`config.mk`:
```
export PLATFORM = sky130hd
export DESIGN_NAME = alu_stage_flat
export DESIGN_NICKNAME = d
export VERILOG_FILES = /design/src/rtl/alu_stage_if.sv /design/src/rtl/alu_stage.sv /design/src/flat_wrapper.sv
export SDC_FILE = /design/constraint.sdc
export NUM_CORES = 1
export LEC_CHECK = 0
export CORE_AREA = 2 2 100 102
export DETAILED_ROUTE_END_ITERATION = 10
export DIE_AREA = 0 0 102 104
export PLACE_DENSITY = 0.75
export SLEW_MARGIN = 20
export SYNTH_ARGS = -nofsm -noshare
export SYNTH_HDL_FRONTEND = slang
export SYNTH_SLANG_ARGS = --single-unit
export TNS_END_PERCENT = 30
```
`constraint.sdc`:
```
create_clock -name clk -period 3.7 [get_ports clk]
set_clock_uncertainty 0.05 [all_clocks]
set_input_delay 0.74 -clock clk [delete_from_list [all_inputs] [get_ports clk]]
set_output_delay 0.74 -clock clk [all_outputs]
set_load 0.005 [all_outputs]
```
`src/rtl/alu_stage_if.sv`:
```
// ALU stage bus: operand/op request from the sequencer and the registered
// result/flag bundle returned to the accumulator and status register.
//   master: drives alu_start/alu_op/opa/opb/carry_in/dec_mode, receives results
//   slave : the ALU stage itself
interface alu_stage_if;
    localparam int unsigned DATA_W = 8;
    localparam int unsigned OP_W   = 4;
    localparam int unsigned FLAG_W = 4;

    logic              alu_start;
    logic [OP_W-1:0]   alu_op;
    logic [DATA_W-1:0] opa;
    logic [DATA_W-1:0] opb;
    logic              carry_in;
    logic              dec_mode;
    logic [DATA_W-1:0] ALU;
    logic [FLAG_W-1:0] flags;
    logic [FLAG_W-1:0] flags_upd;
    logic              result_wr;
    logic              alu_valid;
    logic              busy;

    modport master (
        output alu_start, alu_op, opa, opb, carry_in, dec_mode,
        input  ALU, flags, flags_upd, result_wr, alu_valid, busy
    );

    modport slave (
        input  alu_start, alu_op, opa, opb, carry_in, dec_mode,
        output ALU, flags, flags_upd, result_wr, alu_valid, busy
    );
endinterface

```
`src/rtl/alu_stage.sv`:
```
// Registered 6502 ALU stage feeding the accumulator and status register.
// Latches operands on alu_start when idle, computes one of the ALU ops, and
// presents result/flags/update-mask with a one-cycle alu_valid pulse.
// Optional BCD adjust cycle for ADC/SBC when DECIMAL_EN=1 and dec_mode=1.
//   clk   : core clock, rising edge
//   reset : asynchronous, active-high
//   bus   : alu_stage_if slave (request in, registered result out)
module alu_stage #(
    parameter bit DECIMAL_EN = 1'b0
) (
    input  logic        clk,
    input  logic        reset,
    alu_stage_if.slave  bus
);
    localparam int unsigned DATA_W = 8;
    localparam int unsigned OP_W   = 4;
    localparam int unsigned FLAG_W = 4;

    localparam logic [OP_W-1:0] OP_ORA = 4'd0;
    localparam logic [OP_W-1:0] OP_AND = 4'd1;
    localparam logic [OP_W-1:0] OP_EOR = 4'd2;
    localparam logic [OP_W-1:0] OP_ADC = 4'd3;
    localparam logic [OP_W-1:0] OP_SBC = 4'd4;
    localparam logic [OP_W-1:0] OP_CMP = 4'd5;
    localparam logic [OP_W-1:0] OP_ASL = 4'd6;
    localparam logic [OP_W-1:0] OP_LSR = 4'd7;
    localparam logic [OP_W-1:0] OP_ROL = 4'd8;
    localparam logic [OP_W-1:0] OP_ROR = 4'd9;
    localparam logic [OP_W-1:0] OP_INC = 4'd10;
    localparam logic [OP_W-1:0] OP_DEC = 4'd11;
    localparam logic [OP_W-1:0] OP_BIT = 4'd12;
    localparam logic [OP_W-1:0] OP_PAS = 4'd13;

    typedef enum logic [1:0] {IDLE, EXEC, ADJ} state_t;

    state_t            state_q, state_d;
    logic [DATA_W-1:0] a_q, b_q;
    logic              c_q, d_q;
    logic [OP_W-1:0]   op_q;
    logic              capture;

    logic [DATA_W-1:0] alu_q, alu_d;
    logic [FLAG_W-1:0] flags_q, flags_d;
    logic [FLAG_W-1:0] upd_q, upd_d;
    logic              wr_q, wr_d;
    logic              valid_q, valid_d;
    logic              busy_q, busy_d;

    // Shared adders: ADC, SBC (A + ~B + C) and CMP (A - B)
    logic [DATA_W:0] add9, sub9, cmp9;
    assign add9 = {1'b0, a_q} + {1'b0, b_q} + 9'(c_q);
    assign sub9 = {1'b0, a_q} + {1'b0, ~b_q} + 9'(c_q);
    assign cmp9 = {1'b0, a_q} + {1'b0, ~b_q} + 9'd1;

    // Binary result, flags, update mask and write enable
    logic [DATA_W-1:0] bin_res;
    logic              bin_n, bin_v, bin_z, bin_c;
    logic [FLAG_W-1:0] bin_mask;
    logic              bin_wr;

    always_comb begin
        bin_res  = a_q;
        bin_v    = 1'b0;
        bin_c    = 1'b0;
        bin_mask = 4'b0000;
        bin_wr   = 1'b1;
        case (op_q)
            OP_ORA: begin bin_res = a_q | b_q; bin_mask = 4'b1010; end
            OP_AND: begin bin_res = a_q & b_q; bin_mask = 4'b1010; end
            OP_EOR: begin bin_res = a_q ^ b_q; bin_mask = 4'b1010; end
            OP_ADC: begin
                bin_res  = add9[7:0];
                bin_c    = add9[8];
                bin_v    = (a_q[7] == b_q[7]) && (add9[7] != a_q[7]);
                bin_mask = 4'b1111;
            end
            OP_SBC: begin
                bin_res  = sub9[7:0];
                bin_c    = sub9[8];
                bin_v    = (a_q[7] != b_q[7]) && (sub9[7] != a_q[7]);
                bin_mask = 4'b1111;
            end
            OP_CMP: begin
                bin_res  = cmp9[7:0];
                bin_c    = cmp9[8];
                bin_wr   = 1'b0;
                bin_mask = 4'b1011;
            end
            OP_ASL: begin bin_res = {b_q[6:0], 1'b0}; bin_c = b_q[7]; bin_mask = 4'b1011; end
            OP_LSR: begin bin_res = {1'b0, b_q[7:1]}; bin_c = b_q[0]; bin_mask = 4'b1011; end
            OP_ROL: begin bin_res = {b_q[6:0], c_q};  bin_c = b_q[7]; bin_mask = 4'b1011; end
            OP_ROR: begin bin_res = {c_q, b_q[7:1]};  bin_c = b_q[0]; bin_mask = 4'b1011; end
            OP_INC: begin bin_res = b_q + 8'd1; bin_mask = 4'b1010; end
            OP_DEC: begin bin_res = b_q - 8'd1; bin_mask = 4'b1010; end
            OP_BIT: begin
                bin_res  = a_q & b_q;
                bin_v    = b_q[6];
                bin_wr   = 1'b0;
                bin_mask = 4'b1110;
            end
            OP_PAS: begin bin_res = b_q; bin_mask = 4'b1010; end
            default: begin bin_res = a_q; bin_wr = 1'b0; bin_mask = 4'b0000; end
        endcase
        // BIT takes N from the memory operand, everything else from the result
        bin_n = (op_q == OP_BIT) ? b_q[7] : bin_res[7];
        bin_z = (bin_res == 8'h00);
    end

    // BCD correction of the binary sum/difference (used only in ADJ)
    logic [4:0]        lo_add, lo_sub;
    logic [DATA_W+1:0] dec_t;
    logic [DATA_W-1:0] bcd_res;
    logic              bcd_c;

    always_comb begin
        lo_add  = {1'b0, a_q[3:0]} + {1'b0, b_q[3:0]} + 5'(c_q);
        lo_sub  = {1'b0, a_q[3:0]} + {1'b0, ~b_q[3:0]} + 5'(c_q);
        dec_t   = {1'b0, add9} + ((lo_add > 5'd9) ? 10'h006 : 10'h000);
        bcd_res = dec_t[7:0];
        bcd_c   = 1'b0;
        if (op_q == OP_ADC) begin
            if ((dec_t > 10'h099) || add9[8]) begin
                bcd_res = dec_t[7:0] + 8'h60;
                bcd_c   = 1'b1;
            end
        end else begin
            // No carry out of a nibble means that nibble borrowed
            bcd_res = sub9[7:0] - (lo_sub[4] ? 8'h00 : 8'h06) - (sub9[8] ? 8'h00 : 8'h60);
            bcd_c   = sub9[8];
        end
    end

    // State and output registers
    always_ff @(posedge clk or posedge reset) begin
        if (reset) begin
            state_q <= IDLE;
            a_q     <= '0;
            b_q     <= '0;
            c_q     <= 1'b0;
            d_q     <= 1'b0;
            op_q    <= '0;
            alu_q   <= '0;
            flags_q <= '0;
            upd_q   <= '0;
            wr_q    <= 1'b0;
            valid_q <= 1'b0;
            busy_q  <= 1'b0;
        end else begin
            state_q <= state_d;
            if (capture) begin
                a_q  <= bus.opa;
                b_q  <= bus.opb;
                c_q  <= bus.carry_in;
                d_q  <= bus.dec_mode;
                op_q <= bus.alu_op;
            end
            alu_q   <= alu_d;
            flags_q <= flags_d;
            upd_q   <= upd_d;
            wr_q    <= wr_d;
            valid_q <= valid_d;
            busy_q  <= busy_d;
        end
    end

    // Next-state and next-output logic
    always_comb begin
        state_d = state_q;
        capture = 1'b0;
        alu_d   = alu_q;
        flags_d = flags_q;
        upd_d   = upd_q;
        wr_d    = wr_q;
        valid_d = 1'b0;
        case (state_q)
            IDLE: begin
                if (bus.alu_start) begin
                    capture = 1'b1;
                    state_d = EXEC;
                end
            end
            EXEC: begin
                if (DECIMAL_EN && d_q && ((op_q == OP_ADC) || (op_q == OP_SBC))) begin
                    state_d = ADJ;
                end else begin
                    alu_d   = bin_res;
                    flags_d = {bin_n, bin_v, bin_z, bin_c};
                    upd_d   = bin_mask;
                    wr_d    = bin_wr;
                    valid_d = 1'b1;
                    state_d = IDLE;
                end
            end
            ADJ: begin
                // N/V/Z stay binary, only the value and carry are decimal
                alu_d   = bcd_res;
                flags_d = {bin_n, bin_v, bin_z, bcd_c};
                upd_d   = 4'b1111;
                wr_d    = 1'b1;
                valid_d = 1'b1;
                state_d = IDLE;
            end
            default: state_d = IDLE;
        endcase
        busy_d = (state_d != IDLE);
    end

    assign bus.ALU       = alu_q;
    assign bus.flags     = flags_q;
    assign bus.flags_upd = upd_q;
    assign bus.result_wr = wr_q;
    assign bus.alu_valid = valid_q;
    assign bus.busy      = busy_q;
endmodule

```
`src/flat_wrapper.sv`:
```
// flat-port wrapper written by rule: the top's interface ports become plain ports
module alu_stage_flat 
#(
    parameter bit DECIMAL_EN = 1'b0
)
  (clk, reset, bus_alu_start, bus_alu_op, bus_opa, bus_opb, bus_carry_in, bus_dec_mode, bus_ALU, bus_flags, bus_flags_upd, bus_result_wr, bus_alu_valid, bus_busy);
  alu_stage_if bus_i ();
  input  logic clk;
  input  logic reset;
  input wire logic [$bits(bus_i.alu_start)-1:0] bus_alu_start;
  input wire logic [$bits(bus_i.alu_op)-1:0] bus_alu_op;
  input wire logic [$bits(bus_i.opa)-1:0] bus_opa;
  input wire logic [$bits(bus_i.opb)-1:0] bus_opb;
  input wire logic [$bits(bus_i.carry_in)-1:0] bus_carry_in;
  input wire logic [$bits(bus_i.dec_mode)-1:0] bus_dec_mode;
  output wire logic [$bits(bus_i.ALU)-1:0] bus_ALU;
  output wire logic [$bits(bus_i.flags)-1:0] bus_flags;
  output wire logic [$bits(bus_i.flags_upd)-1:0] bus_flags_upd;
  output wire logic [$bits(bus_i.result_wr)-1:0] bus_result_wr;
  output wire logic [$bits(bus_i.alu_valid)-1:0] bus_alu_valid;
  output wire logic [$bits(bus_i.busy)-1:0] bus_busy;
  assign bus_i.alu_start = bus_alu_start;
  assign bus_i.alu_op = bus_alu_op;
  assign bus_i.opa = bus_opa;
  assign bus_i.opb = bus_opb;
  assign bus_i.carry_in = bus_carry_in;
  assign bus_i.dec_mode = bus_dec_mode;
  assign bus_ALU = bus_i.ALU;
  assign bus_flags = bus_i.flags;
  assign bus_flags_upd = bus_i.flags_upd;
  assign bus_result_wr = bus_i.result_wr;
  assign bus_alu_valid = bus_i.alu_valid;
  assign bus_busy = bus_i.busy;
  alu_stage #(.DECIMAL_EN(DECIMAL_EN)) u_core (.clk(clk), .reset(reset), .bus(bus_i));
endmodule
```
[Yosys cells after proc, flatten, opt, wreduce, memory -nomap -nowiden]
Index checks and enable logic that the tools add are counted.
Cells by class
  $add $sub $neg: 15
  magnitude comparators: 2
  equal/unequal tests: 19
  mux-type cells: 22
  bitwise operators: 5
  reductions and logical operators: 16
Operator list (number)
  8-bit one-hot mux with 13 select lines: 1
  4-bit == test, second input constant: 6
  8-bit by 8-bit adder with 9-bit output: 2
  9-bit by 1-bit adder with 9-bit output: 2
  4-bit by 3-bit == test with 1-bit output, second input constant: 4
  8-bit two-way mux: 2
  4-bit one-hot mux with 2 select lines: 2
  4-bit one-hot mux with 4 select lines: 1
  8-bit one-hot mux with 2 select lines: 1
  8-bit subtractor: 2
  12-bit OR reduction: 1
  4-bit by 4-bit adder with 5-bit output: 2
  5-bit by 1-bit adder with 5-bit output: 2
  9-bit by 10-bit adder with 10-bit output: 1
  10-bit by 8-bit > comparator with 1-bit output, second input constant: 1
  2-bit OR reduction: 5
  9-bit by 1-bit adder with 9-bit output, second input constant: 1
  8-bit by 1-bit adder with 8-bit output, second input constant: 1
  8-bit by 7-bit adder with 8-bit output, second input constant: 1
  8-bit AND: 1
  4-bit by 2-bit == test with 1-bit output, second input constant: 2
  8-bit logical NOT: 1
  8-bit inverter: 1
  8-bit bitwise OR: 1
  other kinds (23): 35
Storage, ports and cells
  bits in registers: 42
  logic and storage cells: 90

[Longest topological paths before layout]
Gate-level depths: netlist of the first run.
  depth in word-level cells: 10
  gate-level depth with buffers: 19

[Least setup slack after synthesis of the first run]
OpenSTA, ideal clock, no wires.
  path type: register to register
  start: register u_core.b_q[0]
  end: register u_core.alu_q[7], in the netlist u_core.bus.ALU[7]
  arrival time: 3771 ps
  required time: 3508 ps
  slack: -263 ps
  cell stages (with the launch flop): 19
  buffers on the path: 0
  period minus slack after synthesis: 3963 ps
  path through: dfrtp_1 -> inv_1 -> ha_1 -> inv_1 -> fa_1 -> or2_1 -> a211oi_1 -> nor2_1 -> o221ai_1 -> nand2b_1 -> nor3_1 -> xnor2_1 -> ha_1 -> inv_1 -> ha_1 -> a21oi_1 -> xnor3_1 -> o22ai_1 -> o221ai_1
On the way
  word-level cells in the longest chain between the ends: 10
  elaborated cells between the ends (all ways): 27
  classes of those cells: add/sub: 15; order compare: 2; mux: 7; bitwise: 2; reduce/logical: 1
Ends and longest elaborated chain
  start: declaration: line alu_stage.sv:37  | logic [DATA_W-1:0] a_q, b_q;
  start signal: assignment: line alu_stage.sv:152  | b_q <= bus.opb;
  4-bit by 4-bit adder with 5-bit output: line alu_stage.sv:116  | lo_add = {1'b0, a_q[3:0]} + {1'b0, b_q[3:0]} + 5'(c_q);
  5-bit by 1-bit adder with 5-bit output: line alu_stage.sv:116
  5-bit by 4-bit > comparator with 1-bit output: line alu_stage.sv:118  | dec_t = {1'b0, add9} + ((lo_add > 5'd9) ? 10'h006 : 10'h000);
  3-bit two-way mux: line alu_stage.sv:118
  9-bit by 10-bit adder with 10-bit output: line alu_stage.sv:118
  10-bit by 8-bit > comparator with 1-bit output: line alu_stage.sv:122  | if ((dec_t > 10'h099) || add9[8]) begin
  1-bit logical OR: line alu_stage.sv:122
  8-bit two-way mux: line alu_stage.sv:122
  8-bit two-way mux: line alu_stage.sv:121  | if (op_q == OP_ADC) begin
  8-bit one-hot mux with 2 select lines (*): line alu_stage.sv:175  | case (state_q)
  end signal: assignment: line alu_stage.sv:157  | alu_q <= alu_d;
  end: declaration: line alu_stage.sv:42  | logic [DATA_W-1:0] alu_q, alu_d;
Every way passes the cells marked *; elsewhere a longest branch is shown, timed or not.
A chain may end at the register's enable or synchronous reset.

[Worst setup path after layout of the first run]
  start: register u_core.b_q[0]
  end: register u_core.flags_q[0], in the netlist u_core.bus.flags[0]
On the way
  word-level cells in the longest chain between the ends: 10
  elaborated cells between the ends (all ways): 17
  classes of those cells: add/sub: 8; order compare: 2; mux: 5; bitwise: 1; reduce/logical: 1
Ends and longest elaborated chain
  4-bit by 4-bit adder with 5-bit output: line alu_stage.sv:116
  5-bit by 1-bit adder with 5-bit output: line alu_stage.sv:116
  5-bit by 4-bit > comparator with 1-bit output: line alu_stage.sv:118
  3-bit two-way mux: line alu_stage.sv:118
  9-bit by 10-bit adder with 10-bit output: line alu_stage.sv:118
  10-bit by 8-bit > comparator with 1-bit output: line alu_stage.sv:122
  1-bit logical OR: line alu_stage.sv:122
  1-bit two-way mux: line alu_stage.sv:122
  1-bit two-way mux: line alu_stage.sv:121
  4-bit one-hot mux with 2 select lines (*): line alu_stage.sv:175
  end signal: assignment: line alu_stage.sv:158  | flags_q <= flags_d;
  end: declaration: line alu_stage.sv:43  | logic [FLAG_W-1:0] flags_q, flags_d;
Every way passes the cells marked *; elsewhere a longest branch is shown, timed or not. The select of a mux whose other input is x is not followed.

==> results of run 1 <==
-- state kept, by name, summed over array words and instances (netlist names) --
signal / count
u_core.bus.flags_upd: 3
u_core.bus.alu_valid: 1
u_core.b_q: 8
u_core.op_q: 4
u_core.bus.result_wr: 1
u_core.c_q: 1
u_core.bus.flags: 4
u_core.a_q: 8
u_core.state_q: 2
u_core.bus.ALU: 8
u_core.bus.busy: 1
-- layout make-up --
class                           instances  area share
Multi-Input combinational cell        482       0.581
Timing Repair Buffer                  143       0.186
Sequential cell                        41       0.162
Inverter                               46      0.0272
Tap cell                              133      0.0262
Clock buffer                            6      0.0114
Clock inverter                          2     0.00552
-- per-layer routing --
layer  wire [um]  vias to the layer above  global-route usage
met5           0                        -                   0
met4         717                        0               0.133
met3         882                       49              0.0356
met2        7790                      230               0.497
met1        6540                     2431               0.394
li1            -                     2407                   -
-- synthesized netlist by cell type (5+ instances only) --
master / count
ha_1: 45
o21ai_0: 28
o21a_1: 6
a211o_1: 6
a21oi_1: 50
nor2_1: 55
buf_1: 6
buf_2: 7
mux2_2: 22
fa_1: 6
nor3_1: 15
inv_1: 45
nor4_1: 6
nand2b_1: 13
nor3b_1: 6
o21bai_1: 5
o22ai_1: 11
and3_1: 5
a21o_1: 8
nand2_1: 36
a31oi_1: 8
nand3_1: 9
clkbuf_1: 17
xor2_1: 8
mux2i_1: 9
dfrtp_1: 41
a211oi_1: 6
xnor2_1: 24
a221oi_1: 7
or2_2: 5
o211ai_1: 7
o221ai_1: 6
nor2b_1: 9
-- worst max path at each step --
| stage | endpoint | cells past startpoint | slack [ns] |
|---|---|---|---|
| after floorplan | u_core.bus.ALU[7] | 18 | -0.02 |
| after global placement | u_core.bus.ALU[7] | 16 | -0.23 |
| after detailed placement | u_core.bus.ALU[7] | 16 | -0.34 |
| after CTS | u_core.bus.ALU[7] | 18 | -0.13 |
| after global routing | u_core.bus.ALU[7] | 16 | -0.38 |
| final | u_core.bus.flags[0] | 18 | -0.21 |
-- repair_timing --
action | CTS | global route
endpoints found under the setup margin | 4 | 6
pin swaps | 16 | 8
resized for setup | 20 | 8
gates cloned | 0 | 0
buffers inserted | 6 | 2
-- cells by family (layout without fill, tap and decap cells) --
family | Yosys count | count (layout) | synth area share
AND/OR/NAND/NOR | 185 | 185 | 0.193
AO/OA/AOI/OAI | 180 | 180 | 0.248
buffers and inverters | 80 | 197 | 0.0664
adder cells (fa/ha/maj) | 51 | 51 | 0.141
flip-flops | 41 | 41 | 0.211
XOR/XNOR | 35 | 35 | 0.0713
multiplexers | 31 | 31 | 0.0695
-- through the flow --
step	worst slack, ns	setup TNS (ns)	std cells	hold slack, ns
after CTS	-0.132	-0.345	851	0.443
after global routing	-0.384	-1.49	853	0.466
after global placement	-0.234	-0.534	837	0.414
after detailed placement	-0.336	-0.879	837	0.425
after floorplan	-0.0150	-0.0150	603	0.424
final	-0.207	-0.680	853	0.439
==> results.yml, run 1 <==
outcome:
  outcome: "finished with violations"
  failed_checks: "setup timing"
timing:
  setup_violations: 4
  fraction_of_the_cycle_the_final_worst_path_needs: 1.06
  final_max_slew_viols: 0
  relSlewSlack: 0.379
  max_clock_freq_ghz: 0.256
  report.final.hold_viol_count: 0
  grt_setup_unrepaired: "yes"
  finalWorstSetupSlack_ns: -0.207
  worstMarginPinSlew_ns: 0.929
  finalCriticalPeriod_ns: 3.91
placed_design:
  dpl-instance-area_sq_um: 6030
  gp_routability_congestion: 0.991
  detailed_place_hpwl_um: 12600
  place.port_buffers: 42
critical_path:
  worst_ep_arrival_time_ns: 4.04
  register_to_register_setup_slack_ns: -0.21
  crit_path_top_delay_cell: "dfrtp_2"
  critical_path.endpoint_type: "flop"
  ff2ff_path_depth: 18
  start_kind: "flop"
  critPathMaxFanout: 4
  worstReg2RegStart: "u_core.b_q[0]"
  rr_endpoint: "u_core.bus.flags[0]"
  critical_path.startpoint: "u_core.b_q[0]"
  critical_path.max_stage_delay_ns: 0.46
  setup.worst_path.class: "flop to flop"
  worstPathRequired_ns: 3.83
  critPathTopFamily: "compound AO/OA/AOI/OAI gates"
  buffer_and_inverter_count_on_the_worst_path: 4
  cp_common_cell: "buf_4"
  worstPathCellList: "fa_1, buf_4, a211oi_1, buf_4, o21ai_1, nand2_1, o21bai_2, ha_1, a21o_1, and3_1, buf_4, o21ai_0, a32oi_2, buf_4, o22ai_2, nand2_1, o2bb2ai_1, a311o_1"
cts:
  clock_tree.root_cell: "clkbuf_8"
  clkLatencyLatePin_ns: 0.30
  cts-htree-levels: 2
  tritoncts_buffers: 5
  clock_sink_count: 41
  clockBufferDepth: 2
  cts-hold-fix-buffers: 0
  cts_tree: "done"
  worst_setup_hold_path_clk_slew_ns: 0.09
yosys:
  post_synth_num_cell_types: 74
  asyncSetResetFlopFracSynth: 1.00
  synth_area_per_cell_sq_um: 8.06
  synth.largest_area_cell: "dfrtp_1"
  syn-num-nets: 679
  synth_cells: 603
  count_of_state_elements_after_synthesis: 41
  synth_top_cell_area_share: 0.211
  ys_top_cells_by_area: "dfrtp_1 (21%), ha_1 (12%), a21oi_1 (5.1%), mux2_2 (5.1%), xnor2_1 (4.3%)"
  dominantRegCellSynth: "dfrtp_1"
  synth_sequential_area_ratio: 0.211
  yosys_warnings: 0
  synth-edff-count: 0
  netlist_area_sq_um: 4860
detailed_routing:
  dr.first_iter.drc_count: 436
  ant_nets: 0
  route.detailed.vias_per_inst: 6.00
  drt_drc_violations_left: 0
  wire_per_inst_um: 18.7
  drt_wl_total_um: 15900
  first_pass_iters: 5
  via_count: 5117
floorplanning:
  starting_density: 0.509
  row_count: 36
  io-pin-count: 44
  die-width_um: 102
  die_h_um: 104
  coreArea_sq_um: 9550
  design.die.area_sq_um: 10600
finish:
  most_frequent_cells_in_the_layout: "buf_4 (100), nor2_1 (54), a21oi_1 (46), inv_1 (42), clkdlybuf4s50_1 (42)"
  layout.filler_cells: 810
  nets: 795
  seq_area_sq_um: 1030
  multiInputGateArea_sq_um: 3690
  area_growth_syn_to_layout_pct: 30.5
  n_antenna_cell: 0
  most_common_library_cell_in_the_layout_ignoring_fill_and_taps: "buf_4"
  share_of_post_route_cells_with_drive_strength_above_1: 0.242
  final_util: 0.664
  layout.cell_area.non_filler_sq_um: 6340
worst_hold_path:
  class_of_the_tightest_hold_or_removal_check: "flop to flop"
  hold_path.startpoint: "u_core.bus.flags[2]"
  worst_hold_path_cells: 1
  endpoint_worst_hold: "u_core.bus.flags[2]"
grt:
  grt_overflow_total: 0
  grt.total_usage: 0.302
  grt_pass1_wl_um: 25300
  largest_net_degree_at_the_start_of_global_routing: 42
  first_global_vias: 4941
  number_of_antenna_violations_at_the_first_check_in_global_routing: 0
flow_run:
  timing.max_cap.violations: 0
Power of run 1 is left out: the tool's default activity adds up to more than one toggle a clock period on the data nets, which glitch-free logic cannot reach.
==> inputs of run 2 (changes only) <==
==> constraint.sdc (replaced) <==
create_clock -name clk -period 3.4 [get_ports clk]
set_clock_uncertainty 0.05 [all_clocks]
set_input_delay 0.68 -clock clk [delete_from_list [all_inputs] [get_ports clk]]
set_output_delay 0.68 -clock clk [all_outputs]
set_load 0.005 [all_outputs]
==> run 2 against run 1 <==
The flow still finishes with violations (setup timing). Maximum frequency grew 0.26%. Non-clock buffer count grew 40. Clock-buffer cell count is the same. Flip-flop and latch count is the same. Critical path type unchanged. Final cell count grew 4.7%. Register-to-register slack lost 0.29 ns. Wire length grew 9.0%. Critical path depth shrank 2. Global-route usage grew 2.1 points.
==> results.yml, run 2 (synthesized netlist as in run 1, its figures left out) <==
timing:
  grt_setup_unrepaired: "yes"
  fraction_of_the_cycle_the_final_worst_path_needs: 1.15
  finalCriticalPeriod_ns: 3.90
  max_clock_freq_ghz: 0.257
  finalWorstSetupSlack_ns: -0.497
  worstMarginPinSlew_ns: 0.923
  report.final.hold_viol_count: 0
  relSlewSlack: 0.383
  setup_violations: 5
  final_max_slew_viols: 0
placed_design:
  detailed_place_hpwl_um: 13700
  dp_slack_ns: -0.552
  gp_routability_congestion: 0.953
  place.port_buffers: 42
worst_hold_path:
  worst_hold_path_cells: 1
  endpoint_worst_hold: "u_core.bus.flags[2]"
  hold_path.startpoint: "u_core.bus.flags[2]"
  class_of_the_tightest_hold_or_removal_check: "flop to flop"
critical_path:
  critical_path.startpoint: "u_core.b_q[1]"
  start_kind: "flop"
  setup.worst_path.class: "flop to flop"
  worstPathRequired_ns: 3.50
  ff2ff_path_depth: 16
  critical_path.endpoint_type: "flop"
  worst_ep_arrival_time_ns: 4.00
  worstReg2RegStart: "u_core.b_q[1]"
  rr_endpoint: "u_core.bus.ALU[7]"
  register_to_register_setup_slack_ns: -0.50
  critPathMaxFanout: 4
grt:
  grt_pass1_wl_um: 27000
  grt.total_usage: 0.324
  number_of_antenna_violations_at_the_first_check_in_global_routing: 0
  first_global_vias: 5352
  grt_overflow_total: 0
  largest_net_degree_at_the_start_of_global_routing: 39
cts:
  cts-hold-fix-buffers: 0
  clock_sink_count: 41
  clockBufferDepth: 2
  worst_setup_hold_path_clk_slew_ns: 0.08
  tritoncts_buffers: 5
  cts-htree-levels: 2
  clkLatencyLatePin_ns: 0.30
  cts_tree: "done"
  clock_tree.root_cell: "clkbuf_8"
detailed_routing:
  drt_wl_total_um: 17400
  drt_drc_violations_left: 0
  first_pass_iters: 5
  route.detailed.vias_per_inst: 6.00
  wire_per_inst_um: 19.4
  via_count: 5361
  ant_nets: 0
  dr.first_iter.drc_count: 326
floorplanning:
  design.die.area_sq_um: 10600
  starting_density: 0.509
  die-width_um: 102
  row_count: 36
  io-pin-count: 44
  coreArea_sq_um: 9550
  die_h_um: 104
finish:
  nets: 835
  most_frequent_cells_in_the_layout: "buf_4 (141), nor2_1 (50), a21oi_1 (42), clkdlybuf4s50_1 (42)"
  n_antenna_cell: 0
  area_growth_syn_to_layout_pct: 41.3
  most_common_library_cell_in_the_layout_ignoring_fill_and_taps: "buf_4"
  share_of_post_route_cells_with_drive_strength_above_1: 0.321
outcome:
  failed_checks: "setup timing"
  outcome: "finished with violations"
flow_run:
  timing.max_cap.violations: 0
==> run 2: layout make-up <==
class	instances	area, sq um
timing repair buffer	183	1480
clock inverter	2	35.0
clock buffer	6	72.6
fill	773	2680
tap	133	166
multi-input combinational	482	3920
sequential	41	1030
inverter	46	173
==> run 2: worst max path at each step <==
stage	endpoint	slack, ns	cells after the start
floorplan	u_core.bus.ALU[7]	-0.32	18
global placement	u_core.bus.flags[0]	-0.43	16
detailed placement	u_core.bus.ALU[7]	-0.55	18
CTS	u_core.bus.ALU[7]	-0.48	18
global route	u_core.bus.ALU[7]	-0.61	18
finish	u_core.bus.ALU[7]	-0.50	16
==> run 2: critical path, cell delays in order (launching register included) <==
cell	delay, ns
dfrtp_1	0.42
inv_1	0.09
ha_1	0.35
nand2b_1	0.25
a211o_1	0.39
a221oi_2	0.27
nor2_1	0.13
xnor2_4	0.16
nor3_4	0.23
xnor2_2	0.16
ha_1	0.28
inv_2	0.07
ha_4	0.19
a21oi_2	0.13
xnor3_1	0.27
o22ai_1	0.20
o221ai_1	0.12
==> run 2: layer usage <==
metal	up-vias	share of wire	track usage
met5	-	0	0
met4	0	0.046	0.121
met3	55	0.057	0.0309
met2	238	0.50	0.568
met1	2585	0.40	0.404
li1	2483	-	-
==> run 2: through the flow <==
stage | TNS [ns] | utilization | hold WS [ns] | instances | area, sq um
2_1_floorplan | -1.17 | - | 0.424 | 603 | 4890
5_1_grt | -2.53 | 0.719 | 0.455 | 893 | 6870
3_3_place_gp | -1.78 | 0.659 | 0.412 | 872 | 6290
6_report | -1.55 | 0.719 | 0.438 | 893 | 6870
4_1_cts | -1.86 | 0.702 | 0.440 | 890 | 6700
3_5_place_dp | -2.26 | 0.659 | 0.421 | 872 | 6290
==> run 2: timing repair <==
action                                  in CTS  in global routing
resized for setup                           47                 24
setup buffers                               11                  3
endpoints found under the setup margin       7                  9
hold endpoints to repair                     0                  0
pin swaps                                   29                 21
Power of run 2 is left out for the same reason.
==> variant 1, RTL diff (config.mk and constraints of run 2) <==
`OP_W` is set to 4 in 2 places; all go to 5.
--- a/src/rtl/alu_stage_if.sv
+++ b/src/rtl/alu_stage_if.sv
@@ -4,7 +4,7 @@
 //   slave : the ALU stage itself
 interface alu_stage_if;
     localparam int unsigned DATA_W = 8;
-    localparam int unsigned OP_W   = 4;
+    localparam int unsigned OP_W   = 5;
     localparam int unsigned FLAG_W = 4;
 
     logic              alu_start;
--- a/src/rtl/alu_stage.sv
+++ b/src/rtl/alu_stage.sv
@@ -13,7 +13,7 @@
     alu_stage_if.slave  bus
 );
     localparam int unsigned DATA_W = 8;
-    localparam int unsigned OP_W   = 4;
+    localparam int unsigned OP_W   = 5;
     localparam int unsigned FLAG_W = 4;
 
     localparam logic [OP_W-1:0] OP_ORA = 4'd0;
Interface: changed (resized bus_alu_op); port bits go from 44 to 45. The function was not compared with the original's and may differ.
==> variant 1 against run 2 <==
The flow still finishes with violations (negative setup slack); global-route usage is 3.5 points lower; routed wire length down 11%; synthesized cell count down 7.8%; count of clock-buffer cells in the layout is 1 lower; sequential cell count up 1; worst setup slack worse by 0.27 ns; synthesized area down 2.8%; first-iteration DRC count up 7.1%; cell area shrank 5.4%.
Power is left out: the tool's default activity adds up to more than one toggle a clock period on the data nets, which glitch-free logic cannot reach.
==> variant 1: results (changes against run 2) <==
stage	metric	value	unit	change
yosys	Area contributors post-synth	dfrtp_1 (22%), ha_1 (12%), mux2_2 (5.2%)		
clock_tree	H-tree lvl count	2		unchanged
place	HPWL Detailed	12460	microns	-9.0%
place	Post-DP Area	6190	sq um	-1.6%
place	port bufs	43		+2.4%
clock_tree	clk_lat worst skew	0.31	ns	
yosys	top post-synthesis cells by count	nor2_1 (47), ha_1 (45), nand2_1 (43), dfrtp_1 (42), inv_1 (39)		
route	TritonRoute pass-1 iters	5		unchanged
global_route	GRT Util Overall	0.2887		-0.03501
run_status	failing checks	negative setup slack		
global_route	largest net degree at the start of global routing	36		-7.7%
worst_hold_path	HP Class	reg2reg		
global_route	vias in the first global route	4940		-7.7%
worst_hold_path	Hold Path End	u_core.bus.ALU[4]		
setup_path	R2R cell count	19		+3
clock_tree	clock buffer count from CTS	5		unchanged
layout	fillcell total	815		+5.4%
sta	relative slew slack	0.4212		+0.03815
route	Via density	5.881		-2.0%
global_route	first-pass GRT wire length	24210	microns	-10%
route	# DRC	0		unchanged
worst_hold_path	Hold Crit Start	u_core.bus.ALU[4]		
yosys	sequential-to-total area share from yosys stat	0.2225		+0.01134
sta	fin worst setup slack	-0.7662	ns	-0.2694 ns
yosys	post-synthesis cell type count	82		+11%
global_route	initial antenna violation count	0		unchanged
layout	share of cells above drive strength 1	0.3133		-0.007766
yosys	Main synth FF type	dfrtp_1		
clock_tree	CTS root buf	clkbuf_8		
place	Final GP Congestion	1.014		+6.3%
layout	fin nets	791		-5.3%
route	Detailed Route Iter0 Violations	349		+7.1%
sta	final setup vio count	6		+1
sta	worst hold slack	0.4390	ns	+0.001302 ns
setup_path	Crit Path Max Fanout	3		-1
setup_path	r2r startpoint	u_core.b_q[0]		
setup_path	critical path arrival	4.31	ns	+0.31 ns
route	wire per inst	18.26	microns	-6.1%
layout	Diodes inserted	0		unchanged
yosys	number of synthesis warnings	0		unchanged
run_status	status	complete, but fails checks		
setup_path	slowest stage cell, crit path	dfrtp_2		
worst_hold_path	Min-Delay Path Depth	1		unchanged
yosys	Synth Net Count	633		-6.8%
variant 1: cell types whose count changed after synthesis, moves of 6 or more:
cell,run 2,this run
a21oi_1,50,32
nand2_1,36,43
a211oi_1,6,12
nor2_1,55,47
inv_1,45,39
o21ai_0,28,22
nor3_1,15,5
variant 1: worst max-delay path by stage:
stage / start / end / slack, ns
2_1_floorplan: u_core.b_q[0] / u_core.bus.ALU[7] / -0.76
3_3_place_gp: u_core.b_q[0] / u_core.bus.ALU[7] / -0.65
3_5_place_dp: u_core.b_q[0] / u_core.bus.ALU[7] / -0.74
4_1_cts: u_core.b_q[0] / u_core.bus.ALU[7] / -0.75
5_1_grt: u_core.b_q[0] / u_core.bus.ALU[7] / -1.00
6_report: u_core.b_q[0] / u_core.bus.ALU[7] / -0.77
variant 1: final cells by class:
class                   count  area [sq um]  share of cell area
flip-flops and latches     42          1052              0.1619
clock buffers               5         68.82             0.01059
repair buffers            176          1429              0.2198
well taps                 133         166.4             0.02560
clock inverters             3         25.02            0.003850
inverters                  40         150.1             0.02310
multi-input cells         449          3608              0.5551
variant 1: kinds of logic after synthesis:
kind of cell,count (synthesis),synth area share
AO/OA/AOI/OAI,162,0.2479
XOR/XNOR,42,0.08263
adder cells (fa/ha/maj),51,0.1446
buffers and inverters,65,0.05773
flip-flops,42,0.2225
multiplexers,29,0.06806
AND/OR/NAND/NOR,165,0.1767
variant 1: repair_timing:
item / 4_1_cts / 5_1_grt
gates resized for setup: 7 / 35
endpoints found under the setup margin: 6 / 9
pin swaps: 2 / 28
buffers inserted: 0 / 5
endpoints found under the hold margin: 0 / 0
variant 1: through the flow:
stage                     TNS [ns]  setup WS, ns  cells
final                       -2.425       -0.7662    848
after global routing        -3.720        -1.001    848
after CTS                   -2.880       -0.7537    844
after detailed placement    -3.008       -0.7403    836
after global placement      -2.422       -0.6519    836
after floorplan             -2.601       -0.7620    556
variant 1: metal layers:
metal	wire [microns]	share of wire	track usage
met1	6318	0.41	0.3747
met2	7471	0.48	0.4821
met3	1006	0.065	0.04099
met4	687	0.044	0.1067
met5	0	0	0
==> variant 2, RTL diff (config.mk and constraints of run 2) <==
Made on the original files. Make the reset (`reset`) synchronous in one clocked block. Comments in the files are not updated.
--- a/src/rtl/alu_stage.sv
+++ b/src/rtl/alu_stage.sv
@@ -131,7 +131,7 @@
     end
 
     // State and output registers
-    always_ff @(posedge clk or posedge reset) begin
+    always_ff @(posedge clk) begin
         if (reset) begin
             state_q <= IDLE;
             a_q     <= '0;
Behaviour: differs if reset is asserted again (counterexample within 4 cycles, from zero or initial values and one cycle with reset high); with reset held inactive, the same outputs for 10 cycles.
==> variant 2 against run 2 <==
The run still ends with negative setup slack left; largest cell class unchanged; synthesized area decreased by 0.28%; cell area decreased by 2.8%; synthesized cell count increased by 7.8%; sequential cell count unchanged; worst setup slack improved by 0.19 ns; non-clock buffer count decreased by 3; worst hold slack got worse by 0.020 ns; routed wire length decreased by 0.16%.
Power is left out: it rests on default switching activity, and per cell area and clock period it moved more than threefold.
==> variant 2: results (changes against run 2) <==
stage	metric	value	unit	change
yosys	Area contributors post-synth	dfxtp_1 (17%), ha_1 (12%), nand2_1 (6.4%)		
layout	fillcell total	841		+8.8%
sta	final setup vio count	5		unchanged
layout	fin nets	877		+5.0%
yosys	Async SR Flop Fraction	0		-1.000
sta	relative slew slack	0.5233		+0.1402
global_route	first-pass GRT wire length	27120	microns	+0.28%
route	Via density	5.793		-3.5%
global_route	met1 usage	0.4251		+0.02076
route	WL met2	8355	microns	-3.5%
layout	post-route insts no fill	935		+4.7%
sta	worst hold slack	0.4177	ns	-0.02002 ns
route	met1 WL	7380	microns	+6.6%
route	Detailed Route Iter0 Violations	345		+5.8%
global_route	GRT Util Overall	0.3260		+0.002302
clock_tree	Worst-path clk slew	0.09	ns	
yosys	sequential-to-total area share from yosys stat	0.1694		-0.04174
run_status	failing checks	negative setup slack		
sta	Setup TNS Final	-1.073	ns	+0.4729 ns
route	final wirelength	17330	microns	-0.16%
yosys	post-synthesis cell type count	80		+8.1%
place	pre-CTS setup slack	-0.3980	ns	+0.1539 ns
setup_path	Crit Path Max Fanout	5		+1
global_route	largest net degree at the start of global routing	36		-7.7%
global_route	met3 Usage GRT	0.04772		+0.01680
layout	share of cells above drive strength 1	0.2706		-0.05048
setup_path	flop2flop setup slack	-0.31	ns	+0.19 ns
global_route	vias in the first global route	5191		-3.0%
place	Placed Cells	919		+5.4%
layout	multi-input logic area	3934	sq um	+0.45%
run_status	status	complete, but fails checks		
global_route	met2 global-route usage	0.5381		-0.03008
place	HPWL Detailed	13890	microns	+1.4%
worst_hold_path	Hold Crit Start	u_core.bus.flags[3]		
sta	fin worst setup slack	-0.3053	ns	+0.1915 ns
yosys	Synth Net Count	726		+6.9%
setup_path	crit path launch	u_core.b_q[2]		
[variant 2: cell families after synthesis]
family                   after synthesis  synth area share
AO/OA/AOI/OAI                        197            0.2892
buffers and inverters                 79           0.06739
flip-flops                            41            0.1694
adder cells (fa/ha/maj)               51            0.1410
AND/OR/NAND/NOR                      228            0.2254
XOR/XNOR                              44           0.08701
multiplexers                          10           0.02066
[variant 2: timing repair]
| action | CTS | global route |
|---|---|---|
| endpoints found under the setup margin | 6 | 7 |
| gates resized for setup | 23 | 15 |
| setup buffers | 3 | 5 |
| pin swaps | 23 | 9 |
| hold buffers | 0 | 0 |
[variant 2: layout make-up]
type / count / share of cell area
Sequential cell: 41 / 0.1244
Inverter: 43 / 0.02455
Timing Repair Buffer: 180 / 0.2192
Tap cell: 133 / 0.02492
Multi-Input combinational cell: 530 / 0.5891
Clock inverter: 2 / 0.005434
Clock buffer: 6 / 0.01237
[variant 2: path summary, 6_finish.rpt]
path                                             to  cells after the start
worst min-delay path            u_core.bus.flags[3]                      2
worst max register to register    u_core.bus.ALU[5]                     17
worst min register to register  u_core.bus.flags[3]                      2
worst max-delay path              u_core.bus.ALU[5]                     17
[variant 2: worst max-delay path: stages, from the launching register on]
cell and delay, ns:
dfxtp_2 0.35, ha_1 0.28, buf_4 0.17, o21ai_0 0.29, nor2_2 0.09, or2_1 0.27
o21ai_2 0.20, buf_4 0.14, ha_1 0.24, a21oi_4 0.19, buf_4 0.17, mux2i_1 0.09
a2bb2oi_2 0.16, o311ai_4 0.28, a21oi_4 0.12, o211ai_1 0.19, o211ai_1 0.12, a211oi_1 0.21
